$ cat config.mk
export PLATFORM = sky130hd
export DESIGN_NAME = pdm_capture_ctrl
export DESIGN_NICKNAME = d
export VERILOG_FILES = /design/src/rtl/pdm_capture_ctrl.sv
export SDC_FILE = /design/constraint.sdc
export NUM_CORES = 1
export LEC_CHECK = 0
export ABC_AREA = 0
export BUFFER_PORTS_ARGS = -buffer_cell sky130_fd_sc_hd__buf_2
export CORE_ASPECT_RATIO = 0.8
export CORE_MARGIN = 2
export CORE_UTILIZATION = 62
export CTS_CLUSTER_SIZE = 8
export DETAILED_ROUTE_END_ITERATION = 8
export GPL_ROUTABILITY_DRIVEN = 0
export GPL_TIMING_DRIVEN = 0
export PLACE_DENSITY = 0.8
export SYNTH_ARGS = -nofsm -noshare
export SYNTH_HDL_FRONTEND = slang
export SYNTH_SLANG_ARGS = --single-unit
export TNS_END_PERCENT = 1
$ cat constraint.sdc
create_clock -name clk_100MHz -period 3.22 [get_ports clk_100MHz]
set_clock_uncertainty 0.1 [all_clocks]
set_input_delay 0.644 -clock clk_100MHz [delete_from_list [all_inputs] [get_ports clk_100MHz]]
set_output_delay 0.644 -clock clk_100MHz [all_outputs]
set_load 0.02 [all_outputs]
$ cat src/rtl/pdm_capture_ctrl.sv
// PDM microphone capture: micClk generation, ones-count decimation with a
// start-up warm-up phase, and a first-word-fall-through output FIFO.
module pdm_capture_ctrl #(
  parameter int unsigned CLK_DIV        = 34,
  parameter int unsigned DECIM          = 64,
  parameter int unsigned WARMUP_WINDOWS = 4,
  parameter int unsigned FIFO_DEPTH     = 16,
  localparam int unsigned PCM_W         = $clog2(DECIM) + 1,
  localparam int unsigned LVL_W         = $clog2(FIFO_DEPTH) + 1
) (
  input  logic             clk_100MHz,
  input  logic             sysreset,
  input  logic             en,
  input  logic             mic_data,
  output logic             mic_clk,
  output logic [PCM_W-1:0] pcm_data,
  output logic             pcm_valid,
  input  logic             pcm_ready,
  output logic [LVL_W-1:0] fifo_level,
  output logic             overflow,
  input  logic             clr_ovf,
  output logic             busy
);

  localparam int unsigned DIV_W  = $clog2(CLK_DIV);
  localparam int unsigned HALF   = CLK_DIV / 2;
  localparam int unsigned SAMP_W = $clog2(DECIM);
  localparam int unsigned WARM_W = $clog2(WARMUP_WINDOWS + 1);
  localparam int unsigned PTR_W  = $clog2(FIFO_DEPTH);

  typedef enum logic [1:0] {
    IDLE    = 2'd0,
    WARMUP  = 2'd1,
    CAPTURE = 2'd2,
    STOP    = 2'd3
  } state_t;

  state_t state;
  state_t nextState;

  logic [DIV_W-1:0]  divCnt;
  logic [DIV_W-1:0]  nextDivCnt;
  logic [SAMP_W-1:0] sampleCnt;
  logic [SAMP_W-1:0] nextSampleCnt;
  logic [PCM_W-1:0]  onesCnt;
  logic [PCM_W-1:0]  nextOnesCnt;
  logic [WARM_W-1:0] warmCnt;
  logic [WARM_W-1:0] nextWarmCnt;

  logic              strobe;
  logic              windowDone;
  logic [PCM_W-1:0]  wordVal;
  logic              pushReq;

  logic [PCM_W-1:0]  mem [FIFO_DEPTH];
  logic [PTR_W-1:0]  rdPtr;
  logic [PTR_W-1:0]  wrPtr;
  logic [PTR_W-1:0]  nextRdPtr;
  logic [PTR_W-1:0]  nextWrPtr;
  logic [LVL_W-1:0]  nextLevel;
  logic [PCM_W-1:0]  nextHead;
  logic              popReq;
  logic              fifoFull;
  logic              pushOk;
  logic              dropWord;

  // State register
  always_ff @(posedge clk_100MHz or posedge sysreset) begin
    if (sysreset) begin
      state <= IDLE;
    end else begin
      state <= nextState;
    end
  end

  // Divider, strobe, window accumulation and state transitions
  always_comb begin
    nextState     = state;
    nextDivCnt    = '0;
    nextSampleCnt = sampleCnt;
    nextOnesCnt   = onesCnt;
    nextWarmCnt   = warmCnt;
    strobe        = 1'b0;
    windowDone    = 1'b0;
    wordVal       = '0;
    pushReq       = 1'b0;

    if (state != IDLE) begin
      strobe     = (divCnt == DIV_W'(HALF - 1));
      nextDivCnt = (divCnt == DIV_W'(CLK_DIV - 1)) ? '0 : divCnt + DIV_W'(1);
    end

    if (strobe) begin
      if (sampleCnt == SAMP_W'(DECIM - 1)) begin
        windowDone    = 1'b1;
        wordVal       = onesCnt + PCM_W'(mic_data);
        nextSampleCnt = '0;
        nextOnesCnt   = '0;
      end else begin
        nextSampleCnt = sampleCnt + SAMP_W'(1);
        nextOnesCnt   = onesCnt + PCM_W'(mic_data);
      end
    end

    case (state)
      IDLE: begin
        if (en) nextState = WARMUP;
      end
      WARMUP: begin
        if (!en) begin
          nextState = IDLE;
        end else if (windowDone) begin
          if (warmCnt == WARM_W'(WARMUP_WINDOWS - 1)) begin
            nextState   = CAPTURE;
            nextWarmCnt = '0;
          end else begin
            nextWarmCnt = warmCnt + WARM_W'(1);
          end
        end
      end
      CAPTURE: begin
        pushReq = windowDone;
        // Stopping on a window boundary has nothing left to finish
        if (!en) nextState = (nextSampleCnt == '0) ? IDLE : STOP;
      end
      STOP: begin
        pushReq = windowDone;
        if (windowDone) nextState = IDLE;
      end
      default: nextState = IDLE;
    endcase

    // Every exit to IDLE discards partial progress
    if (nextState == IDLE) begin
      nextDivCnt    = '0;
      nextSampleCnt = '0;
      nextOnesCnt   = '0;
      nextWarmCnt   = '0;
    end
  end

  // Capture counters and registered mic clock / busy
  always_ff @(posedge clk_100MHz or posedge sysreset) begin
    if (sysreset) begin
      divCnt    <= '0;
      sampleCnt <= '0;
      onesCnt   <= '0;
      warmCnt   <= '0;
      mic_clk   <= 1'b0;
      busy      <= 1'b0;
    end else begin
      divCnt    <= nextDivCnt;
      sampleCnt <= nextSampleCnt;
      onesCnt   <= nextOnesCnt;
      warmCnt   <= nextWarmCnt;
      mic_clk   <= (nextState != IDLE) && (nextDivCnt < DIV_W'(HALF));
      busy      <= (nextState != IDLE);
    end
  end

  // FIFO push/pop decisions and next head word
  always_comb begin
    popReq    = pcm_valid && pcm_ready;
    fifoFull  = (fifo_level == LVL_W'(FIFO_DEPTH));
    pushOk    = pushReq && (!fifoFull || popReq);
    dropWord  = pushReq && fifoFull && !popReq;
    nextRdPtr = rdPtr + PTR_W'(popReq);
    nextWrPtr = wrPtr + PTR_W'(pushOk);
    nextLevel = fifo_level;
    if (pushOk && !popReq) begin
      nextLevel = fifo_level + LVL_W'(1);
    end else if (!pushOk && popReq) begin
      nextLevel = fifo_level - LVL_W'(1);
    end
    // A word written this edge into the new head slot bypasses the array
    if (nextLevel == '0) begin
      nextHead = '0;
    end else if (pushOk && (nextRdPtr == wrPtr)) begin
      nextHead = wordVal;
    end else begin
      nextHead = mem[nextRdPtr];
    end
  end

  // FIFO storage
  always_ff @(posedge clk_100MHz) begin
    if (pushOk) mem[wrPtr] <= wordVal;
  end

  // FIFO pointers, level, registered head and sticky overflow
  always_ff @(posedge clk_100MHz or posedge sysreset) begin
    if (sysreset) begin
      rdPtr      <= '0;
      wrPtr      <= '0;
      fifo_level <= '0;
      pcm_data   <= '0;
      pcm_valid  <= 1'b0;
      overflow   <= 1'b0;
    end else begin
      rdPtr      <= nextRdPtr;
      wrPtr      <= nextWrPtr;
      fifo_level <= nextLevel;
      pcm_data   <= nextHead;
      pcm_valid  <= (nextLevel != '0);
      if (dropWord) begin
        overflow <= 1'b1;
      end else if (clr_ovf) begin
        overflow <= 1'b0;
      end
    end
  end

endmodule

=== Word-level counts from Yosys, hierarchy flattened ===
Memory sizes are Yosys's and may differ from the RTL's.
Index checks and enable logic that the tools add are counted.

* Memories kept: 1
* RAM bits: 112
* Flip-flop bits (word level): 48

{| class="wikitable"
|+ Memory list
! memory !! words !! width !! read ports !! clocked after Yosys merged registers in !! write ports !! line !! source
|-
| mem || 16 || 7 || 1 || 0 || 1 || 55 || <nowiki>logic [PCM_W-1:0] mem [FIFO_DEPTH];</nowiki>
|}

* $lt $le $gt $ge: 1
* Eq/ne operators: 9
* $add $sub $neg: 8
* Reductions and logical operators: 26
* Mux-type cells: 36

{| class="wikitable"
|+ Operator list
! kind !! count
|-
| two-way mux 7 bit || 7
|-
| two-way mux 6 bit || 6
|-
| two-way mux 3 bit || 5
|-
| two-way mux 2 bit || 7
|-
| nonzero test 2 bit || 7
|-
| adder 6 x 1 -> 6 bit, second input constant || 2
|-
| equality test 6 bit, second input constant || 2
|-
| two-way mux 5 bit || 2
|-
| adder 4 x 1 -> 4 bit || 2
|-
| logical AND 1 bit || 8
|-
| two-way mux 1 bit || 8
|-
| one-hot mux 2 bit (4 select lines) || 1
|-
| adder 7 x 1 -> 7 bit || 1
|-
| equality test 6 x 5 -> 1 bit, second input constant || 1
|-
| logical NOT 6 bit || 1
|-
| less-than comparator 6 x 5 -> 1 bit, second input constant || 1
|-
| adder 5 x 1 -> 5 bit, second input constant || 1
|-
| equality test 5 bit, second input constant || 1
|-
| logical NOT 5 bit || 1
|-
| nonzero test 5 bit || 1
|-
| subtractor 5 x 1 -> 5 bit, second input constant || 1
|-
| equality test 2 bit, second input constant || 2
|-
| equality test 4 bit || 1
|-
| logical NOT 2 bit || 2
|-
| 7 further kinds || 9
|}

=== Depth between registers and ports, before layout ===
* Word-level depth: 11
* Depth in mapped cells: 12
* Mapped depth without buffers: 10

=== Worst setup path after synthesis ===
No wires, ideal clock.

* Path kind: input to register
* From: in pcm_ready
* To: reg pcm_data[3]
* Library setup time: 0.140 ns
* Stages: 12
* Data required time: 2.980 ns
* Slack: 0.070 ns
* Arrival time: 2.910 ns
* Cells stage by stage: nand2_1 inv_1 ha_1 ha_1 clkbuf_1 clkbuf_1 mux4_2 mux2i_1 mux2_2 nor2_1 a21oi_1 a21oi_1

* Elaborated cells on any way between the ends: 16

{| class="wikitable"
|+ RTL lines
! element !! line !! source
|-
| from (decl) || 18 || <nowiki>input logic pcm_ready,</nowiki>
|-
| logical AND 1 bit * || 163 || <nowiki>popReq = pcm_valid && pcm_ready;</nowiki>
|-
| adder 4 x 1 -> 4 bit * || 167 || <nowiki>nextRdPtr = rdPtr + PTR_W'(popReq);</nowiki>
|-
| via nextRdPtr[1] || 58 || <nowiki>logic [PTR_W-1:0] nextRdPtr;</nowiki>
|-
| branches (longest 2 deep; another with memory (16 x 7 bit)) || n/a ||
|-
| two-way mux 7 bit * || 178 || <nowiki>end else if (pushOk && (nextRdPtr == wrPtr)) begin</nowiki>
|-
| two-way mux 7 bit * || 176 || <nowiki>if (nextLevel == '0) begin</nowiki>
|-
| via nextHead[3] || 61 || <nowiki>logic [PCM_W-1:0] nextHead;</nowiki>
|-
| to (signal assigned) || 203 || <nowiki>pcm_data <= nextHead;</nowiki>
|-
| to (decl) || 16 || <nowiki>output logic [PCM_W-1:0] pcm_data,</nowiki>
|}

Mark *: on every way through the listed nets, which the timed path passes.
A chain may end at the register's enable or synchronous reset.

=== Worst setup path in the final report ===
* From: reg divCnt[1]
* To: mem mem[2][1] (netlist name), enable pin

* Cells in the longest elaborated chain, start to end: 7

{| class="wikitable"
|+ RTL lines
! element !! line !! source
|-
| from (decl) || 41 || <nowiki>logic [DIV_W-1:0] divCnt;</nowiki>
|-
| from (signal assigned) || 152 || <nowiki>divCnt <= nextDivCnt;</nowiki>
|-
| equality test 6 x 5 -> 1 bit || 89 || <nowiki>strobe = (divCnt == DIV_W'(HALF - 1));</nowiki>
|-
| two-way mux 1 bit || 88 || <nowiki>if (state != IDLE) begin</nowiki>
|-
| two-way mux 1 bit || 93 || <nowiki>if (strobe) begin</nowiki>
|-
| two-way mux 1 bit || 105 || <nowiki>case (state)</nowiki>
|-
| logical AND 1 bit || 165 || <nowiki>pushOk = pushReq && (!fifoFull || popReq);</nowiki>
|-
| two-way mux 1 bit || 187 || <nowiki>if (pushOk) mem[wrPtr] <= wordVal;</nowiki>
|-
| two-way mux 1 bit (implied by the code) || 187 ||
|-
| to (decl) || 55 ||
|}

Every way passes these cells.

==> summary.md <==
| Metric | Value |
|---|---|
| Crit path from | divCnt[1] |
| I/O pin cnt | 22 |
| Depth of the CTS H-tree | 4 |
| CTS buffer count | 17 |
| TritonRoute pass-1 iters | 5 |
| CTS tree | built |
| First-pass GRT wire length | 22770 um |
| Syn avg cell area | 14.77 um^2 |
| DR DRC count | 0 |
| Initial DRC count | 419 |
| Setup CP Type | reg -> reg |
| R2R cell count | 8 |
| CP max stage cell | nor3_2 |
| Clock transition at path regs | 0.06 ns |
| # Post-CTS Setup Buffers | 0 |
| FFs w/ async S/R, synth | 0.3000 |
| Die width | 124.1 um |
| Routed Antenna Nets | 0 |
| Worst Max-Slew Pin Slew | 1.270 ns |
| Syn nets | 503 |
| Final hold vios | 0 |
| Outcome | completed |
| Sequential share of the synthesized area | 0.6384 |
| Register share of total power | 0.513 |
| Die area | 12410 um^2 |
| Vias in the first global route | 4205 |
| CP top delay family | simple AND/OR/NAND/NOR gates |
| Clock Latency Late Sink | 0.42 ns |
| CP max stage delay | 0.56 ns |
| Remaining Overflow, GRT | 0 |
| Leak pwr | 2.800 nW |
| Peak VDD IR | 0.3905 mV |
| Tot GR Track Use | 0.2535 |
| Worst slew margin | 0.1517 |
| Final WL | 14440 um |
| RSZ-0062 raised after global routing | true |
| Share of cells above drive strength 1 | 0.2542 |
| Area delta synth->final | 14.40% |
| Total number of vias | 4269 |
| Yosys warnings | 0 |
| Total negative slack | 0 ns |
| Crit share post-route | 0.9942 |
| DR vias/cell | 6.214 |
| Cell-internal power | 3.423 mW |
| Fmax | 0.3124 GHz |
| Post-synthesis cell count | 484 |
| WL per Instance | 21.02 um |
| Post-Place Cells | 655 |
| Synth area leaders | edfxtp_1 (47%), dfrtp_1 (17%), mux4_2 (8.8%), mux2i_1 (2.5%), nor2_1 (2.4%) |
| Root Buffer | clkbuf_16 |
| Switch share | 0.1979 |
| Most used DFF post-synth | edfxtp_1 |
| R2R Setup Slk | 0.02 ns |
| Port Buffers | 21 |
| # hold bufs at CTS | 0 |
| Number of flops mapped to enable cells by yosys | 112 |
| CP startpoint kind | register |
| Fill cells | 702 |
| Largest net degree at the start of global routing | 29 |
| Crit end category | register |
| CTS Buffer Depth | 2 |
| FF-to-FF End | mem[2][1] |
| Row cnt | 35 |
| Combinational share of power | 0.014 |
| Diodes inserted | 0 |
| # setup viols final | 0 |
| Max-cap violations | 0 |
| Pre-CTS setup slack | -0.9314 ns |
| Yosys reg bits | 160 |
| Initial core utilization | 0.6279 |
| CP max FO | 9 |
| Final #Nets | 545 |
| HP Class | in -> async |
| R2r startpoint | divCnt[1] |
| Share of the synthesized area in the top cell type | 0.4704 |
| CTS Sinks | 160 |
| Die height | 100.0 um |
| Ratio of total power to cell area | 521.7 nW/um^2 |
| Fin cells | 687 |
| Switch Pwr | 0.8443 mW |
| Clock network power share | 0.473 |
| CP required | 3.17 ns |
| DP Wirelength | 9117 um |
| Post-layout min period | 3.201 ns |
| Cell accounting for the most synthesized area | edfxtp_1 |
| Initial antenna violation count | 0 |
| Crit path DAT | 3.15 ns |
| Crit-path cells | inv_1 -> ha_1 -> nand4bb_4 -> nor4_4 -> nand2_2 -> nor2_1 -> nand2_1 -> nor3_2 |
| Worst Path Buf+Inv | 1 |
| Worst setup margin | 0.01882 ns |
| Synth Cell Area | 7149 um^2 |
| Area of the core | 11390 um^2 |
| Fin. max-slew vios | 0 |
| Count of cell types in the netlist | 57 |
[cell usage after synthesis, types with 11 or more instances]
master	count
edfxtp_1	112
dfrtp_1	48
nor2_1	45
mux4_2	28
nand2_1	28
a21oi_1	26
mux2i_1	18
inv_1	15
nand3_1	14
ha_1	13
xor2_1	12
clkbuf_1	11
nor3_1	11
[placed cells by master (no fill, tap or decap), drive strengths merged, types with 2 or more instances in the layout]
master	n
a211oi	2
a21oi	26
a22oi	2
and3	7
and4	2
buf	33
bufinv	3
clkbuf	30
clkinv	7
clkinvlp	3
dfrtp	48
edfxtp	112
ha	13
inv	16
mux2	10
mux2i	18
mux4	28
nand2	28
nand2b	5
nand3	14
nand3b	3
nand4	2
nor2	46
nor2b	4
nor3	12
nor4	12
nor4b	2
o21ai	5
o22ai	2
or3	2
or4	2
xnor2	10
xor2	12
xor3	2
[power by group through the flow]
stage	Combinational [mW]	Sequential (mW)	Clock, mW
floorplan	0.0390	2.23	0
finish	0.0611	2.19	2.02
detailed placement	0.0609	2.23	0
global placement	0.0562	2.23	0
CTS	0.0615	2.19	2.04
global route	0.0685	2.19	2.13
[state kept, by name, indices dropped and copies added (netlist names), 2 cells and up]
name        cells
rdPtr           4
divCnt          6
state           2
sampleCnt       6
fifo_level      5
wrPtr           4
warmCnt         3
mem           112
onesCnt         7
pcm_data        7
[layer usage]
metal	vias to the layer above	track usage	routed length, um
met5	-	0	0
met4	0	0.08643	272
met3	24	0.07102	1190
met2	176	0.3825	6843
met1	2149	0.3606	6134
li1	1920	-	-
[worst max path at each step]
| stage | end | cells past startpoint |
|---|---|---|
| after floorplan | pcm_data[3] | 12 |
| after detailed placement | pcm_data[2] | 13 |
| after global routing | mem[14][2] | 8 |
| final | mem[2][1] | 8 |
| after CTS | mem[3][1] | 8 |
| after global placement | pcm_data[2] | 13 |
[area by class of cell]
type                    count  area (um^2)  share of cell area
flip-flops and latches    160         4564              0.5581
multi-input cells         287         2522              0.3084
clock buffers              18        429.2             0.05247
well taps                 148        185.2             0.02264
clock inverters            14        166.4             0.02035
repair buffers             23        130.1             0.01591
plain buffers              22        125.1             0.01530
inverters                  15        56.30            0.006884
[logic make-up (layout without fill, tap and decap cells)]
logic type	after synthesis	count (layout)	share of synthesized area
buffers and inverters	37	92	0.02275
xor gates and xnor gates	24	24	0.03360
and+or+nand+nor	145	145	0.1076
DFF	160	160	0.6384
adders and majority gates	13	13	0.02275
muxes	56	56	0.1292
AOI/OAI and AO/OA	49	49	0.04568
[metrics by stage]
| stage | hold WS, ns | utilization | cell area [um^2] | total power [mW] |
|---|---|---|---|---|
| 6_report | 0.1297 | 0.7184 | 8179 | 4.267 |
| 4_1_cts | 0.1369 | 0.7136 | 8125 | 4.288 |
| 5_1_grt | 0.1699 | 0.7184 | 8179 | 4.387 |
| 3_5_place_dp | 0.3961 | 0.6573 | 7483 | 2.292 |
| 3_3_place_gp | 0.3767 | 0.6534 | 7440 | 2.287 |
| 2_1_floorplan | 0.3747 | - | 7149 | 2.272 |
[timing repair]
| action | CTS | global route |
|---|---|---|
| pin swaps | 1 | 0 |
| endpoints found under the setup margin | 94 | 111 |
| resized for setup | 15 | 15 |
No activity file was read; power rests on OpenSTA's default activity.
